[config.mk]
export PLATFORM = sky130hd
export DESIGN_NAME = door_lock_ctrl
export DESIGN_NICKNAME = d
export VERILOG_FILES = /design/src/rtl/door_lock_ctrl.sv
export SDC_FILE = /design/constraint.sdc
export NUM_CORES = 1
export LEC_CHECK = 0
export ABC_AREA = 1
export CAP_MARGIN = 20
export CORE_MARGIN = 2
export CORE_UTILIZATION = 45
export CTS_BUF_LIST = sky130_fd_sc_hd__clkbuf_16
export DETAILED_ROUTE_END_ITERATION = 16
export PLACE_DENSITY = 0.72
export RECOVER_POWER = 25
export SYNTH_ARGS = -nofsm -noshare
export SYNTH_HDL_FRONTEND = slang
export SYNTH_SLANG_ARGS = --single-unit
[constraint.sdc]
create_clock -name clk -period 1.51 [get_ports clk]
set_clock_uncertainty 0.15 [all_clocks]
set_input_delay 0.2265 -clock clk [delete_from_list [all_inputs] [get_ports clk]]
set_output_delay 0.2265 -clock clk [all_outputs]
set_load 0.005 [all_outputs]
[src/rtl/door_lock_ctrl.sv]
// Door actuator, failed-attempt lockout and held-open alarm stage behind the password comparator.
// Optional forced-entry alarm in IDLE/LOCKOUT is enabled by defining DOOR_FORCED_ALARM_EN.
module door_lock_ctrl #(
    parameter int unsigned OPEN_CYCLES    = 16,
    parameter int unsigned CLOSE_CYCLES   = 32,
    parameter int unsigned MAX_FAILS      = 3,
    parameter int unsigned LOCKOUT_CYCLES = 64,
    parameter int unsigned FAIL_W         = 4,
    parameter int unsigned TMR_W          = 8
) (
    input  logic              clk,
    input  logic              rst_n,
    input  logic              check_valid,
    input  logic              unlock_door,
    input  logic              door_closed,
    input  logic              admin_clear,
    output logic              ready,
    output logic              door_open,
    output logic              locked_out,
    output logic              alarm,
    output logic [FAIL_W-1:0] fail_count
);

    typedef enum logic [1:0] {
        StIdle,
        StOpen,
        StWaitClose,
        StLockout
    } stateT;

    localparam logic [TMR_W-1:0]  OpenLoad    = TMR_W'(OPEN_CYCLES - 1);
    localparam logic [TMR_W-1:0]  CloseLoad   = TMR_W'(CLOSE_CYCLES - 1);
    localparam logic [TMR_W-1:0]  LockoutLoad = TMR_W'(LOCKOUT_CYCLES - 1);
    localparam logic [FAIL_W-1:0] MaxFails    = FAIL_W'(MAX_FAILS);

    stateT             stateQ;
    logic [TMR_W-1:0]  timerQ;
    logic              timerZero;
    logic [FAIL_W-1:0] failNext;
    logic              attemptTaken;

    assign ready     = (stateQ == StIdle);
    assign timerZero = (timerQ == '0);

    // Saturating increment; lockout normally fires before saturation is reachable.
    assign failNext = (fail_count >= MaxFails) ? fail_count : fail_count + 1'b1;

    // admin_clear consumes the cycle in IDLE, so a coincident attempt is dropped.
    assign attemptTaken = check_valid && !admin_clear;

`ifdef DOOR_FORCED_ALARM_EN
    logic doorAjarQ;
    logic doorAjarNow;
    logic forcedAlarm;

    assign doorAjarNow = ((stateQ == StIdle) || (stateQ == StLockout)) && !door_closed;
    assign forcedAlarm = doorAjarNow && doorAjarQ;
`endif

    always_ff @(posedge clk or negedge rst_n) begin
        if (!rst_n) begin
            stateQ     <= StIdle;
            timerQ     <= '0;
            fail_count <= '0;
            door_open  <= 1'b0;
            locked_out <= 1'b0;
            alarm      <= 1'b0;
`ifdef DOOR_FORCED_ALARM_EN
            doorAjarQ  <= 1'b0;
`endif
        end else begin
            if (admin_clear) begin
                fail_count <= '0;
            end

            case (stateQ)
                StIdle: begin
                    if (attemptTaken) begin
                        if (unlock_door) begin
                            stateQ     <= StOpen;
                            timerQ     <= OpenLoad;
                            fail_count <= '0;
                            door_open  <= 1'b1;
                        end else begin
                            fail_count <= failNext;
                            if (failNext == MaxFails) begin
                                stateQ     <= StLockout;
                                timerQ     <= LockoutLoad;
                                locked_out <= 1'b1;
                            end
                        end
                    end
                end

                StOpen: begin
                    if (timerZero) begin
                        stateQ    <= StWaitClose;
                        timerQ    <= CloseLoad;
                        door_open <= 1'b0;
                    end else begin
                        timerQ <= timerQ - 1'b1;
                    end
                end

                StWaitClose: begin
                    if (door_closed) begin
                        stateQ <= StIdle;
                        timerQ <= '0;
                    end else if (timerZero) begin
                        // Hold at zero until the door shuts; alarm stays asserted.
                        alarm <= 1'b1;
                    end else begin
                        timerQ <= timerQ - 1'b1;
                    end
                end

                StLockout: begin
                    if (admin_clear || timerZero) begin
                        stateQ     <= StIdle;
                        timerQ     <= '0;
                        fail_count <= '0;
                        locked_out <= 1'b0;
                    end else begin
                        timerQ <= timerQ - 1'b1;
                    end
                end

                default: begin
                    stateQ     <= StIdle;
                    timerQ     <= '0;
                    door_open  <= 1'b0;
                    locked_out <= 1'b0;
                end
            endcase

`ifdef DOOR_FORCED_ALARM_EN
            doorAjarQ <= doorAjarNow;
            if (forcedAlarm) begin
                alarm <= 1'b1;
            end
`endif

            // Last assignment wins: clear beats any alarm source set this cycle.
            if (admin_clear) begin
                alarm <= 1'b0;
            end
        end
    end

endmodule

# Yosys cells after proc, flatten, opt, wreduce, memory -nomap -nowiden
# Cells that the tools add are included.
[totals]
out_inout_bits = 8
n_memories = 0
rom_bits = 0
inputBits = 6
wordCells = 71
mem_bits_rw = 0
ff_bits = 17
latch_bits = 0
[op_classes]
n_addsub = 2
magnitude_cmp = 1
n_mux = 34
div = 0
reduce_logical = 14
mul = 0
n_shift = 0
eq_ne = 14
n_bitwise = 0
[ops]
columns = ["cell", "n"]
rows = [
  ["two-way mux 8 bit", 7],
  ["case mux 8 bit (4 select lines)", 1],
  ["two-way mux 4 bit", 5],
  ["two-way mux 2 bit", 6],
  ["two-way mux 1 bit", 11],
  ["inequality test 2 bit (second input constant)", 5],
  ["AND reduction 5 bit", 2],
  ["logical NOT 8 bit", 1],
  ["case mux 2 bit (4 select lines)", 1],
  ["case mux 4 bit (2 select lines)", 1],
  ["nonzero test 2 bit", 4],
  ["subtractor 8 x 1 -> 8 bit (second input constant)", 1],
  ["inequality test 2 x 1 -> 1 bit (second input constant)", 3],
  ["AND reduction 3 bit", 2],
  ["adder 4 x 1 -> 4 bit (second input constant)", 1],
  ["== test 2 bit (second input constant)", 2],
  ["== test 4 x 2 -> 1 bit (second input constant)", 1],
  ["greater-or-equal comparator 4 x 2 -> 1 bit (second input constant)", 1],
  ["case mux 1 bit (2 select lines)", 2],
  ["AND reduction 4 bit", 1],
  ["inequality test 3 x 2 -> 1 bit (second input constant)", 1],
  ["inequality test 3 bit (second input constant)", 1],
  ["== test 2 x 1 -> 1 bit (second input constant)", 1],
  ["logical NOT 2 bit", 1],
  ["3 further kinds", 3],
]

# Depth between registers and ports, before layout
# Gate-level depths: netlist (run 1).
[depth]
depth_word = 7
ltp_mapped = 11
ltp_nobuf = 11

# Worst setup path after synthesis (run 1)
# No wires, ideal clock.
[synth_timing]
path_kind = "reg2reg"
startpoint = "reg stateQ[0]"
endpoint = "reg timerQ[0]"
path_stages_with_launch = 10
t_required_ps = 1237
t_arrival_ps = 1284
slack_ps = -47
period_less_slack_ps = 1557
path_cell_list = "dfrtp_1 inv_1 ha_1 inv_1 nor2_1 nand2_2 nand2_4 inv_4 nand2_1 o21ai_1"
[synth_between]
elab_chain_cells = 3
word_cells_on_any_way = 9
cone_classes = "6 x eq/ne; 1 x mux; 2 x reduce/logical"
[synth_lines]
columns = ["element", "line", "rtl"]
rows = [
  ["from (decl)", "36", "stateT stateQ;"],
  ["from (signal assigned)", "62", "stateQ <= StIdle;"],
  ["from (signal assigned)", "80", "stateQ <= StOpen;"],
  ["from (signal assigned)", "87", "stateQ <= StLockout;"],
  ["logical NOT 2 bit (*)", "-", ""],
  ["via ready", "17", "output logic ready,"],
  ["inequality test 3 x 2 -> 1 bit (no source line) / inequality test 2 x 1 -> 1 bit (equally long branches)", "-", ""],
  ["AND reduction 3 bit (no source line)", "-", ""],
  ["to (signal assigned)", "81", "timerQ <= OpenLoad;"],
  ["to (signal assigned)", "88", "timerQ <= LockoutLoad;"],
  ["to (signal assigned)", "98", "timerQ <= CloseLoad;"],
  ["to (decl)", "37", "logic [TMR_W-1:0] timerQ;"],
]
# Mark *: on every way through the listed nets, which the timed path passes. The rest lies on a longest branch.
# A chain may end at the register's enable or synchronous reset.

# Final worst setup path (run 1)
[layout_timing]
startpoint = "reg stateQ[0]"
endpoint = "reg fail_count[2]"
[layout_between]
elab_chain_cells = 2
word_cells_on_any_way = 3
cone_classes = "1 x eq/ne; 1 x mux; 1 x reduce/logical"
[layout_lines]
columns = ["element", "line", "rtl"]
rows = [
  ["== test 2 bit / logical NOT 2 bit (equally long branches)", "76", "case (stateQ)"],
  ["case mux 4 bit (2 select lines) (*)", "76", ""],
  ["to (signal assigned)", "85", "fail_count <= failNext;"],
  ["to (decl)", "21", "output logic [FAIL_W-1:0] fail_count"],
]
# Mark *: on every way between the ends. The rest lies on a longest branch, timed or not.

==> key figures, run 1 <==
Floorplan
  • Initial Util: 48.0%
  • Row cnt: 18
  • Core area: 2500 sq um
  • Die span in x: 55.7 microns
  • Num ports: 14
  • Height of the chip: 55.7 microns
  • Die ar.: 3100 sq um

Timing
  • Worst setup margin: -0.257 ns
  • Period minus WS final: 1.77 ns
  • Fin Hold WS: 0.313 ns
  • F_max: 566 MHz
  • RSZ-0062 raised after global routing: true
  • TNS Setup: -3.25 ns
  • Fin. Hold Viols: 0
  • Least-Margin Pin Slew: 0.474 ns
  • Final setup viols: 19
  • Rel. slew slack: 68.4%
  • Final Cycle Share: 117%
  • Max Slew Vio Count: 0

Critical path
  • CP max FO: 4
  • Crit. End Element: register
  • Critical path arrival: 1.75 ns
  • Critical path startpoint category: register
  • Crit path required time: 1.49 ns
  • WS Path Type: register to register
  • R2R setup slack: -0.26 ns

Global route
  • Vias in the first global route: 1414
  • Largest net degree at the start of global routing: 18
  • Total grt overflow: 0
  • First-pass GRT wire length: 6370 microns
  • Initial antenna violation count: 0
  • Overall routing resource usage: 26.7%

Job
  • Max Cap Viol: 0

CTS
  • CTS tree: done
  • Num CTS Buffers: 3
  • Max clock buf depth: 2
  • Clock transition at path regs: 0.05 ns
  • Clock sink total: 17
  • CTS Hold Buffers Added: 0
  • H-tree depth: 1
  • Root buf cell: clkbuf_16
  • Worst-skew pair later-pin latency: 0.26 ns

Drt
  • Detailed Route WL: 4800 microns
  • Drt drc: 0
  • Pre-antenna DRT Iters: 4
  • Drt wl/cell: 18.2 microns
  • Via count: 1479
  • 1st-iter DRT viols: 60
  • DRT antenna net count: 0
  • Vias per inst: 5.60

Run status
  • Failing checks: negative setup slack
  • Status: finished with violations

Place
  • GP Congestion: 0.888
  • PortBufs: 13
  • Inst Count DP: 243
  • HPWL after detailed placement: 2330 microns

Final layout
  • Antenna Cells: 0
  • Layout Cells excl Fill: 264
  • Layout Utilization: 83.1%
  • Commonest non-fill, non-tap cell in the layout: nand2_1
  • Layout Nets: 248
  • # fillers: 128
  • Synth-to-layout area growth: 73.0%
  • Layout cells sized above 1: 47.4%
  • Most frequent cells in the layout: nand2_1 (36), buf_4 (28), inv_1 (18), nor2_1 (17), dfrtp_1 (17)

Worst hold path
  • Hold/Removal Path Class: input pin to async pin

Synth
  • Syn Std Cell Area: 1200 sq um
  • Syn_nets: 187
  • Synth Instances: 174
  • Yosys reg bits: 17
  • Synth unique cells: 24
  • Syn Area/Cell: 6.90 sq um
  • Seq/Total Area, Yosys: 35.4%
  • Syn. warnings: 0

Power and ir drop
  • Clock power frac: 12.1%
  • Combinational share of power: 72.0%
  • Flop pwr share: 15.9%
  • PD cells: 2150 nW/um^2
  • Sw Share: 46.2%
  • Switching power total: 0.00207 W
  • Internal power: 0.00241 W
  • Tot Pwr: 0.00448 W
  • Pleak: 1.05 nW
  • Maximum vdd drop: 0.00173 V
==> cell type report <==
| class | count | area (sq um) | share of cell area (%) |
|---|---|---|---|
| Timing Repair inverter | 1 | 7.51 | 0.361 |
| Clock inverter | 1 | 3.75 | 0.181 |
| Inverter | 28 | 120 | 5.78 |
| Sequential cell | 17 | 425 | 20.5 |
| Timing Repair Buffer | 55 | 490 | 23.6 |
| Tap cell | 30 | 37.5 | 1.81 |
| Multi-Input combinational cell | 129 | 918 | 44.2 |
| Clock buffer | 3 | 75.1 | 3.61 |
==> final timing paths <==
kind / start / to / depth (start not counted)
max reg2reg: stateQ[0]$_DFFE_PN0P_ / fail_count[2]$_DFF_PN0_ / 10
min in group clk: timerQ[2]$_DFFE_PN0P_ / timerQ[2]$_DFFE_PN0P_ / 2
max: stateQ[0]$_DFFE_PN0P_ / fail_count[2]$_DFF_PN0_ / 10
min reg2reg: timerQ[2]$_DFFE_PN0P_ / timerQ[2]$_DFFE_PN0P_ / 2
max in group asynchronous: rst_n / timerQ[1]$_DFFE_PN0P_ / 2
min: rst_n / stateQ[0]$_DFFE_PN0P_ / 2
==> registers in the layout, indices dropped and copies added (netlist names) <==
name and cells:
alarm 1, door_open 1, stateQ 2, fail_count 4
locked_out 1, timerQ 8
==> through the flow <==
| stage | worst slack, ns | area (sq um) |
|---|---|---|
| after floorplan | 0.00385 | 1220 |
| after global placement | -0.226 | 1590 |
| after detailed placement | -0.275 | 1590 |
| after CTS | -0.102 | 1930 |
| after global routing | -0.281 | 2080 |
| final | -0.257 | 2080 |
==> power by group through the flow <==
stage,combinational [W],sequential [W],clock [W]
after floorplan,0.00125,0.000710,0
after global placement,0.00193,0.000697,0
after detailed placement,0.00199,0.000711,0
after CTS,0.00261,0.000703,0.000540
after global routing,0.00343,0.000721,0.000576
final,0.00323,0.000712,0.000540
==> routing by layer <==
metal | track usage, % | wire, microns | vias up
met1 | 28.3 | 1830 | 704
li1 | - | - | 661
met4 | 20.9 | 320 | 0
met3 | 5.12 | 281 | 33
met2 | 45.9 | 2360 | 81
met5 | 0 | 0 | -
==> Yosys cell counts <==
cell	number	area (sq um)
o211ai_1	1	7.51
o21ai_1	7	35.0
o21ai_2	1	8.76
o31ai_1	1	7.51
xor2_1	4	35.0
o21ai_0	7	35.0
inv_1	26	97.6
nand2_1	50	188
a21oi_1	3	15.0
nand2_4	1	11.3
nand2_2	4	25.0
inv_4	1	6.26
nand4_1	2	12.5
a21boi_2	1	11.3
ha_1	7	87.6
buf_2	1	5.00
a21oi_2	1	8.76
nand3_1	9	45.0
inv_2	1	3.75
dfrtp_1	17	425
nor2_2	3	18.8
nand3_2	1	10.0
nor2_4	1	11.3
nor2_1	24	90.1
==> critical path, stage by stage (launching register included) <==
cell and delay [ns]:
dfrtp_1 0.40, buf_4 0.16, ha_2 0.19, inv_1 0.08, nor2_2 0.05, nand2_2 0.15
inv_2 0.09, nor2_4 0.14, nand2_2 0.08, nand2_2 0.08, nor2_1 0.06
==> cell families after synthesis <==
group | after synthesis | share of synthesized area, %
XOR/XNOR | 4 | 2.92
buffers and inverters | 29 | 9.37
AND/OR/NAND/NOR | 95 | 34.3
AO/OA/AOI/OAI | 22 | 10.7
flip-flops | 17 | 35.4
adder cells (fa/ha/maj) | 7 | 7.29
==> repair_timing <==
item	CTS	global route
endpoints found under the setup margin	21	20
resized for setup	58	36
cloned	2	0
setup buffers	11	5
pin swaps	20	26
(Power assumes the default switching activity.)
==> inputs of run 2 (changes only) <==
--- a/config.mk
+++ b/config.mk
@@ -13,6 +13,7 @@
 export DETAILED_ROUTE_END_ITERATION = 16
 export PLACE_DENSITY = 0.72
 export RECOVER_POWER = 25
+export SETUP_SLACK_MARGIN = 0.15
 export SYNTH_ARGS = -nofsm -noshare
 export SYNTH_HDL_FRONTEND = slang
 export SYNTH_SLANG_ARGS = --single-unit
==> run 2 against run 1 <==
Net effect:
- the flow still finishes with violations (negative setup slack)
- combinational power is essentially flat
- global-route usage shrank 1.3 points
- via count shrank 2.7%
- first-iteration DRC count grew 50%
- final cell count shrank 1.1%
- sequential cell count is the same
- clock-buffer cell count is the same
- maximum frequency grew 4.7%
- total power grew 0.65%
==> key figures, run 2 (synthesis gave the netlist of run 1 again) <==
Run status
  • Status: finished with violations
  • Failing checks: negative setup slack

Floorplan
  • Initial Util: 48.0%
  • Core area: 2500 sq um
  • Num ports: 14
  • Die span in x: 55.7 microns
  • Height of the chip: 55.7 microns
  • Die ar.: 3100 sq um
  • Row cnt: 18

Final layout
  • Commonest non-fill, non-tap cell in the layout: nand2_1
  • Layout Nets: 245
  • Max reg flops: 8
  • Synth-to-layout area growth: 72.9%
  • Layout Utilization: 83.1%
  • Antenna Cells: 0
  • Largest registers: timerQ: 8 flops, fail_count: 4 flops, stateQ: 2 flops
  • Most frequent cells in the layout: nand2_1 (34), buf_4 (28), nor2_1 (17), inv_1 (16), dfrtp_1 (16)
  • Cell area after layout: 2080 sq um
  • Layout cells sized above 1: 49.8%
  • Top reg by flops: timerQ

Critical path
  • Critical path startpoint category: register
  • R2R depth: 9
  • Crit path required time: 1.50 ns
  • Critical path arrival: 1.68 ns
  • R2r startpoint: stateQ[0]$_DFFE_PN0P_
  • WS Path Type: register to register
  • Critical path startpoint: stateQ[0]$_DFFE_PN0P_
  • Crit. End Element: register
  • R2R setup slack: -0.18 ns
  • Worst R2R End: timerQ[2]$_DFFE_PN0P_
  • CP max FO: 5

Timing
  • Fin Hold WS: 0.304 ns
  • Period minus WS final: 1.69 ns
  • Least-Margin Pin Slew: 0.466 ns
  • RSZ-0062 raised after global routing: true
  • Rel. slew slack: 68.9%
  • Max Slew Vio Count: 0
  • Worst setup margin: -0.178 ns
  • F_max: 592 MHz
  • Fin. Hold Viols: 0
  • Final Cycle Share: 112%
  • Final setup viols: 16

Job
  • Max Cap Viol: 0

CTS
  • Clock sink total: 17
  • Num CTS Buffers: 3
  • Clock transition at path regs: 0.05 ns
  • Root buf cell: clkbuf_16
  • H-tree depth: 1
  • Worst-skew pair later-pin latency: 0.25 ns
  • Max clock buf depth: 2
  • CTS tree: done

Global route
  • Initial antenna violation count: 0
  • First-pass GRT wire length: 6210 microns
  • Largest net degree at the start of global routing: 18
  • Vias in the first global route: 1359
  • Total grt overflow: 0
  • Overall routing resource usage: 25.4%

Drt
  • DRT antenna net count: 0
  • Pre-antenna DRT Iters: 4
  • Drt wl/cell: 16.7 microns
  • 1st-iter DRT viols: 90
  • Vias per inst: 5.51
  • Via count: 1439
  • Detailed Route WL: 4360 microns
  • Drt drc: 0

Place
  • GP Congestion: 0.829
  • HPWL after detailed placement: 2240 microns
  • Pre-CTS setup slack: -0.273 ns
  • DP Area: 1590 sq um
  • PortBufs: 13

Power and ir drop
  • Pleak: 1.04 nW
  • Maximum vdd drop: 0.00204 V
  • PD cells: 2170 nW/um^2
  • Tot Pwr: 0.00451 W

Worst hold path
  • Hold/Removal Path Class: input pin to async pin
[run 2: metal layers]
metal	wire length, microns	GRT usage (%)	part of all wire (%)	vias up
li1	-	-	-	655
met1	1570	29.4	36	692
met2	2330	45.4	53	72
met3	276	4.19	6.3	20
met4	176	11.5	4.0	0
met5	0	0	0	-
[run 2: worst max-delay path by stage]
stage	slack, ns	depth (start not counted)	endpoint
2_1_floorplan	0.006	11	timerQ[3]$_DFFE_PN0P_
3_3_place_gp	-0.20	8	timerQ[1]$_DFFE_PN0P_
3_5_place_dp	-0.27	8	timerQ[1]$_DFFE_PN0P_
4_1_cts	-0.11	9	timerQ[4]$_DFFE_PN0P_
5_1_grt	-0.28	11	timerQ[4]$_DFFE_PN0P_
6_report	-0.18	9	timerQ[2]$_DFFE_PN0P_
[run 2: cell type report]
cell class	count	area (sq um)
inverters	28	120
clock buffers	3	75.1
well taps	30	37.5
flip-flops and latches	17	427
repair inverters	1	6.26
fillers	147	423
multi-input cells	129	968
clock inverters	1	3.75
repair buffers	52	439
[run 2: power by group]
group | internal [W] | switching [W] | leakage [nW]
sequential | 0.000609 | 0.000111 | 0.217
combinational | 0.00141 | 0.00184 | 0.781
clock | 0.000352 | 0.000183 | 0.0423
total | 0.00237 | 0.00213 | 1.04
[run 2: repair_timing]
action,4_1_cts,5_1_grt
pin swaps,13,28
endpoints found under the setup margin,24,18
buffers inserted,8,7
cloned,2,0
gates resized for setup,60,37
hold buffers,0,0
[run 2: critical path: stages (launching register included)]
cell	delay (ns)
dfrtp_1	0.38
inv_2	0.09
ha_4	0.17
buf_6	0.13
o21ai_4	0.07
a21boi_4	0.28
buf_6	0.14
nand2_4	0.06
nand2_1	0.06
nand2_1	0.04
[run 2: through the flow]
step	cells	setup TNS, ns
after floorplan	174	0
after global placement	240	-2.11
after detailed placement	240	-2.83
after CTS	254	-1.11
after global routing	261	-3.16
final	261	-2.07
